**config.mk**
```make
export PLATFORM = sky130hd
export DESIGN_NAME = icache_assoc
export DESIGN_NICKNAME = d
export VERILOG_FILES = /design/src/rtl/icache_assoc_pkg.sv /design/src/rtl/icache_way_ram.sv /design/src/rtl/icache_assoc.sv
export SDC_FILE = /design/constraint.sdc
export NUM_CORES = 2
export LEC_CHECK = 0
export ABC_AREA = 0
export CORE_ASPECT_RATIO = 1.25
export CORE_UTILIZATION = 35
export DETAILED_ROUTE_END_ITERATION = 8
export PLACE_DENSITY = 0.56
export SYNTH_ARGS = -nofsm -noshare
export SYNTH_HDL_FRONTEND = slang
export SYNTH_MEMORY_MAX_BITS = 65536
export SYNTH_SLANG_ARGS = --single-unit
```
**constraint.sdc**
```tcl
create_clock -name i_clk -period 10.2 [get_ports i_clk]
set_input_delay 2.04 -clock i_clk [delete_from_list [all_inputs] [get_ports i_clk]]
set_output_delay 2.04 -clock i_clk [all_outputs]
set_load 0.005 [all_outputs]
```
**src/rtl/icache_assoc_pkg.sv**
```systemverilog
// Shared cache definitions: bus width defaults, FSM encoding, clog2 and tree-PLRU helpers.
// Pure declarations, no latency or backpressure of its own; reused by the data cache.
package icache_assoc_pkg;

  localparam int ICACHE_AW = 16;
  localparam int ICACHE_RW = 16;
  localparam int ICACHE_IW = 32;
  localparam int PLRU_W    = 3;

  typedef enum logic [1:0] {S_IDLE, S_LOOKUP, S_FILL, S_RESP} state_t;

  function automatic int clog2(input int v);
    int r;
    r = 0;
    while ((1 << r) < v) r = r + 1;
    return r;
  endfunction

  // Root bit picks the victim's low way bit; bit1 arbitrates ways 0/2, bit2 ways 1/3.
  function automatic logic [PLRU_W-1:0] plru_touch(input logic [PLRU_W-1:0] s, input logic [1:0] w);
    logic [PLRU_W-1:0] n;
    n    = s;
    n[0] = ~w[0];
    if (w[0]) n[2] = ~w[1];
    else      n[1] = ~w[1];
    return n;
  endfunction

  function automatic logic [1:0] plru_victim(input logic [PLRU_W-1:0] s, input int ways);
    logic [1:0] v;
    v[0] = s[0];
    v[1] = s[0] ? s[2] : s[1];
    if (ways == 1)      v = 2'd0;
    else if (ways == 2) v[1] = 1'b0;
    return v;
  endfunction

endpackage

```
**src/rtl/icache_way_ram.sv**
```systemverilog
// One cache way: tag+line storage with 1-cycle synchronous read and per-set valid bits.
// Valid bits live here so a flush clears the whole way in a single edge; never stalls.
module icache_way_ram #(
  parameter int TAGW = 10,
  parameter int DW   = 128,
  parameter int SETS = 16,
  parameter int IDXW = 4
) (
  input  logic            clk,
  input  logic            rst_n,
  input  logic            flush,
  input  logic            rd_en,
  input  logic [IDXW-1:0] rd_idx,
  output logic            rd_valid,
  output logic [TAGW-1:0] rd_tag,
  output logic [DW-1:0]   rd_data,
  input  logic            wr_en,
  input  logic [IDXW-1:0] wr_idx,
  input  logic [TAGW-1:0] wr_tag,
  input  logic [DW-1:0]   wr_data
);

  logic [TAGW+DW-1:0] mem [SETS];
  logic [SETS-1:0]    valid;

  always_ff @(posedge clk) begin
    if (wr_en) mem[wr_idx] <= {wr_tag, wr_data};
    if (rd_en) {rd_tag, rd_data} <= mem[rd_idx];
  end

  // Flush beats a simultaneous fill write so the line stays invalid.
  always_ff @(posedge clk or negedge rst_n) begin
    if (!rst_n) begin
      valid    <= '0;
      rd_valid <= 1'b0;
    end else begin
      if (flush)      valid <= '0;
      else if (wr_en) valid[wr_idx] <= 1'b1;
      if (rd_en) rd_valid <= valid[rd_idx];
    end
  end

endmodule

```
**src/rtl/icache_assoc.sv**
```systemverilog
// N-way set-associative icache with Wishbone line fill; hit ack 2 cycles after accept, miss after burst.
// One request outstanding: mem_ready only in IDLE and never while a flush is requested.
module icache_assoc
  import icache_assoc_pkg::*;
#(
  parameter int AW         = ICACHE_AW,
  parameter int RW         = ICACHE_RW,
  parameter int IW         = ICACHE_IW,
  parameter int WAYS       = 2,
  parameter int SETS       = 16,
  parameter int LINE_INSTR = 4
) (
  input  logic          i_clk,
  input  logic          i_rst_n,
  input  logic          mem_req,
  output logic          mem_ready,
  input  logic [AW-1:0] mem_addr,
  output logic          mem_ack,
  output logic [IW-1:0] mem_data,
  output logic          mem_err,
  input  logic          mem_cache_flush,
  output logic          wb_cyc,
  output logic          wb_stb,
  output logic [RW-1:0] wb_adr,
  output logic          wb_we,
  output logic [RW/8-1:0] wb_sel,
  input  logic [RW-1:0] wb_i_dat,
  input  logic          wb_ack,
  input  logic          wb_err
);

  localparam int IDXW  = clog2(SETS);
  localparam int OFFW  = clog2(LINE_INSTR);
  localparam int RATIO = IW / RW;
  localparam int BEATS = LINE_INSTR * RATIO;
  localparam int BW    = clog2(BEATS);
  localparam int TAGW  = AW - IDXW - OFFW;
  localparam int LW    = LINE_INSTR * IW;

  state_t            state, state_nxt;
  logic              armed, accept, hit, hit_ok, last_beat, flush_seen, fill_wr;
  logic [AW-1:0]     addr_q;
  logic [TAGW-1:0]   tag_q;
  logic [IDXW-1:0]   idx_q;
  logic [OFFW-1:0]   off_q;
  logic [BW-1:0]     beat;
  logic [1:0]        hit_way, victim, victim_q;
  logic [LW-1:0]     line_buf, line_nxt, hit_line;
  logic [RW-1:0]     line_base;
  logic [PLRU_W-1:0] plru [SETS];
  logic              rd_valid [WAYS];
  logic [TAGW-1:0]   rd_tag   [WAYS];
  logic [LW-1:0]     rd_data  [WAYS];

  assign tag_q     = addr_q[AW-1 -: TAGW];
  assign idx_q     = addr_q[OFFW +: IDXW];
  assign off_q     = addr_q[OFFW-1:0];
  assign mem_ready = armed && (state == S_IDLE) && !mem_cache_flush;
  assign accept    = mem_req && mem_ready;
  assign last_beat = (beat == BW'(BEATS - 1));
  assign wb_cyc    = (state == S_FILL);
  assign wb_stb    = wb_cyc;
  assign wb_we     = 1'b0;
  assign wb_sel    = '1;
  assign line_base = RW'({tag_q, idx_q, {OFFW{1'b0}}}) * RW'(RATIO);
  assign wb_adr    = wb_cyc ? line_base + RW'(beat) : '0;
  assign fill_wr   = wb_cyc && wb_ack && !wb_err && last_beat && !flush_seen && !mem_cache_flush;

  for (genvar g = 0; g < WAYS; g++) begin : g_way
    icache_way_ram #(.TAGW(TAGW), .DW(LW), .SETS(SETS), .IDXW(IDXW)) u_ram (
      .clk(i_clk), .rst_n(i_rst_n), .flush(mem_cache_flush),
      .rd_en(accept), .rd_idx(mem_addr[OFFW +: IDXW]),
      .rd_valid(rd_valid[g]), .rd_tag(rd_tag[g]), .rd_data(rd_data[g]),
      .wr_en(fill_wr && (victim_q == 2'(g))), .wr_idx(idx_q), .wr_tag(tag_q), .wr_data(line_nxt)
    );
  end

  always_comb begin
    hit      = 1'b0;
    hit_way  = 2'd0;
    hit_line = '0;
    for (int w = 0; w < WAYS; w++) begin
      if (rd_valid[w] && (rd_tag[w] == tag_q)) begin
        hit      = 1'b1;
        hit_way  = w[1:0];
        hit_line = rd_data[w];
      end
    end
    hit_ok = hit && !mem_cache_flush;
    // Lowest-numbered invalid way takes priority over the PLRU choice.
    victim = plru_victim(plru[idx_q], WAYS);
    for (int w = WAYS - 1; w >= 0; w--) begin
      if (!rd_valid[w]) victim = w[1:0];
    end
  end

  always_comb begin
    line_nxt = line_buf;
    line_nxt[int'(beat)*RW +: RW] = wb_i_dat;
  end

  always_comb begin
    state_nxt = state;
    case (state)
      S_IDLE:   if (accept) state_nxt = S_LOOKUP;
      S_LOOKUP: state_nxt = hit_ok ? S_IDLE : S_FILL;
      S_FILL:   if (wb_err || (wb_ack && last_beat)) state_nxt = S_RESP;
      S_RESP:   state_nxt = S_IDLE;
      default:  state_nxt = S_IDLE;
    endcase
  end

  always_ff @(posedge i_clk or negedge i_rst_n) begin
    if (!i_rst_n) state <= S_IDLE;
    else          state <= state_nxt;
  end

  always_ff @(posedge i_clk or negedge i_rst_n) begin
    if (!i_rst_n) begin
      armed      <= 1'b0;
      addr_q     <= '0;
      beat       <= '0;
      line_buf   <= '0;
      victim_q   <= 2'd0;
      flush_seen <= 1'b0;
      mem_ack    <= 1'b0;
      mem_err    <= 1'b0;
      mem_data   <= '0;
      for (int s = 0; s < SETS; s++) plru[s] <= '0;
    end else begin
      armed   <= 1'b1;
      mem_ack <= 1'b0;
      mem_err <= 1'b0;
      if (accept) addr_q <= mem_addr;
      case (state)
        S_LOOKUP: begin
          if (hit_ok) begin
            mem_ack     <= 1'b1;
            mem_data    <= hit_line[int'(off_q)*IW +: IW];
            plru[idx_q] <= plru_touch(plru[idx_q], hit_way);
          end else begin
            victim_q   <= victim;
            beat       <= '0;
            flush_seen <= 1'b0;
          end
        end
        S_FILL: begin
          if (mem_cache_flush) flush_seen <= 1'b1;
          if (wb_err) begin
            mem_ack <= 1'b1;
            mem_err <= 1'b1;
          end else if (wb_ack) begin
            line_buf <= line_nxt;
            beat     <= beat + BW'(1);
            // Requested instruction is forwarded from the fill path, not re-read.
            if (last_beat) begin
              mem_ack  <= 1'b1;
              mem_data <= line_nxt[int'(off_q)*IW +: IW];
              if (fill_wr) plru[idx_q] <= plru_touch(plru[idx_q], victim_q);
            end
          end
        end
        default: ;
      endcase
    end
  end

endmodule
```
==> key figures <==
Finish
  – Core Util, Final: 0.400
  – Fillers: ~47k
  – Final instance count without filler cells: between 15k and 20k
  – Layout cells sized above 1: 0.273
  – Area Growth Syn to Fin: 13.6%
  – Layout Nets: 8424
  – Post-route design area: roughly 210000 um2

Drt
  – Via density per instance: around 5.5
  – Total number of vias: about 90k
  – DRC viols: 0
  – WL/cell: 31.7 um
  – Post-Route WL: between 500000 and 600000 um
  – Drt initial violations: between 9k and 10k
  – Antenna viol nets, final: 0
  – TritonRoute pass-1 iters: 6

Synthesis
  – Mapped Area: between 150000 and 200000 um2
  – FF+latch count, synth: between 4k and 5k
  – Synth unique cells: 61
  – Syn Inst Count: 8071
  – Syn_area_per_cell: ~23 um2
  – Asr flop ratio synth: 0.0479
  – Area leader, netlist: edfxtp_1
  – Post-synth top area share: 0.749
  – Commonest cells in the netlist: edfxtp_1, mux4_2, clkbuf_1, dfrtp_1, nor2_1
  – Number of synthesized flops with an enable pin: approximately 4.7k
  – Register area share after synthesis: 0.781
  – Ranking of synthesized cells by area: edfxtp_1, mux4_2, dfrtp_1, mux2i_1, clkbuf_1
  – Ys Warns: 0
  – Top_reg_cell synth: edfxtp_1
  – Most instantiated library cell after synthesis: edfxtp_1

Critical path
  – Cell breakdown of the critical path: inv_1 -> ha_1 -> clkinv_1 -> nor2_1 -> clkdlybuf4s50_1
  – Top Family by Delay on Critical Path: buffers and inverters
  – Worst path arrival time: roughly 4.1 ns
  – Worst setup EP type: output port
  – WP data required: approximately 8.2 ns
  – CP Launch Type: register
  – Buffers & Inverters on Critical Path: 3
  – Register-to-register setup slack: 4.58 ns
  – Path type of the worst setup path: register to output port
  – CP Max Fanout: 24
  – CP peak stage delay: ~0.9 ns
  – Slowest-stage cell, CP: clkinv_1

Global route
  – Number of global-route vias before repair: around 90k
  – Global route total overflow: 0
  – GR Util All Layers: 0.184
  – Initial antenna violation count: 24
  – Largest net degree at the start of global routing: around 150
  – First-pass GRT wire length: just over 700000 um

Clocking
  – CTS Buffer Depth: 4
  – CTS resizes: 0
  – Sinks on Clock Net: between 4k and 5k
  – TritonCTS clock tree: built
  – Post-CTS setup buffer count: 0
  – Worst-path clk slew: 0.07 ns
  – # H-tree levels: 5
  – Cts hold-fix bufs: 0
  – CTS Root Cell: clkbuf_16
  – Clock latency on the worst-skew pair: 1.01 ns
  – Total clock buffers created by CTS: roughly 450

Power
  – Peak supply drop: around 240 uV
  – Leakage: about 67 nW
  – Power Total: 50.9 mW
  – Power Density: about 240 nW/um2

Floorplan
  – Io pins: 94
  – Initial Utilization: 0.352
  – # rows: 300
  – CORE AREA: around 530000 um2
  – Die area: 540000 um2
  – Die Span Y: just over 800 um
  – Die Wd: between 600 and 700 um

Placement
  – Placed wire-length estimate: 270000 um
  – Pre-CTS setup slack: between 3 and 4 ns
  – Final RePlAce weighted congestion: 0.791
  – Placed inst area: 199000 um2
  – Port bufs: 90
  – Placed insts: ~15k

STA
  – Setup TNS: 0 ns
  – Final Hold Fails: 0
  – Final WS setup: 4.03 ns
  – Setup violators final: 0
  – Worst Max-Slew Pin Slew: between 1 and 1.5 ns
  – RSZ-0062 raised after global routing: no
  – Min Tclk post-route: 6.17 ns
  – Slew Limit Fails: 0
  – Max Clock Freq: roughly 160 MHz
  – Clock skew: between 0.08 and 0.09 ns
  – Tcrit/Tclk final: 0.604
  – Fin Hold WS: about 0.47 ns
  – Max-Slew Margin vs Limit: 0.136

Outcome
  – Status: complete, no violations

Flow run
  – Max Cap Viol: 0

Worst hold path
  – Hold Path Class: register to register
-- flip-flops by register name (all words and copies together) (netlist names), named ones only --
register and cells:
g_way.u_ram.mem 4416, g_way.u_ram.rd_data 256, line_buf 128, g_way.u_ram.valid 32
mem_data 32, g_way.u_ram.rd_tag 20, addr_q 16, plru 16
beat 3, g_way.u_ram.rd_valid 2, armed 1, flush_seen 1
mem_ack 1, mem_err 1, state 1, victim_q 1
-- power by group --
group	switching (mW)	internal [mW]
Sequential	0.290	25.9
Combinational	5.73	1.55
Clock	7.49	9.86
-- routing by layer --
layer,GRT usage,vias to the layer above,wire length [um],part of all wire
met3,0.0244,790,30100,0.060
li1,-,34700,-,-
met2,0.325,3250,262000,0.52
met4,0.0610,6,17500,0.035
met5,0,-,41,0.000081
met1,0.233,48700,194000,0.38
-- worst paths after layout --
check / from / to / cells past startpoint
min: line_buf[30] / line_buf[30] / 2
max: state[0] / wb_adr[1] / 5
max reg2reg: state[0] / g_way[0].u_ram.mem[11][51] / 9
min in group asynchronous: i_rst_n / addr_q[11] / 1
max in group asynchronous: i_rst_n / mem_data[31] / 2
min reg2reg: line_buf[30] / line_buf[30] / 2
-- placed cells by master, fill, tap and decap left out, types with 32 or more instances in the layout --
cell type / instances
nor2b_1: 51
dfrtp_1: 233
clkinv_1: 80
clkbuf_16: 454
nand3_1: 45
mux4_2: 1412
a21oi_1: 193
clkdlybuf4s50_1: 85
clkinvlp_4: 35
nor2_4: 32
clkinv_2: 84
o22ai_1: 38
bufinv_16: 62
edfxtp_1: 4692
nand2_1: 105
a211oi_1: 45
buf_12: 54
inv_1: 158
mux2i_1: 135
buf_4: 156
nor2_1: 179
clkbuf_1: 67
-- worst reg2reg max path, cell delays in order, from the launching register on --
cell     delay, ns
dfrtp_1       0.42
inv_1         0.11
ha_1          0.80
and3b_4       0.32
buf_4         0.82
nand3_1       0.25
or2_2         0.66
nor2_4        0.28
buf_12        0.61
buf_4         0.94
-- layout make-up --
cell class,count,area [um2],share of cell area
Antenna cell,9,22.5,0.000105
Timing Repair Buffer,300,3190,0.0149
Multi-Input combinational cell,2540,39100,0.183
Sequential cell,4928,147000,0.687
Clock inverter,291,3170,0.0148
Clock buffer,538,11800,0.0554
Tap cell,7097,8880,0.0416
Inverter,162,616,0.00288
-- kinds of logic (layout without fill, tap and decap cells) --
| group | after synthesis | in the layout | synth area share |
|---|---|---|---|
| other cells | 2 | 13 | 0.0000399 |
| simple gates | 516 | 516 | 0.0129 |
| buf+inv | 605 | 1291 | 0.0130 |
| mux | 1572 | 1572 | 0.178 |
| flops | 4928 | 4928 | 0.781 |
| fa+ha+maj | 7 | 7 | 0.000466 |
| xor+xnor | 20 | 20 | 0.000932 |
| compound gates | 421 | 421 | 0.0142 |
Power figures use the tool's default switching activity.
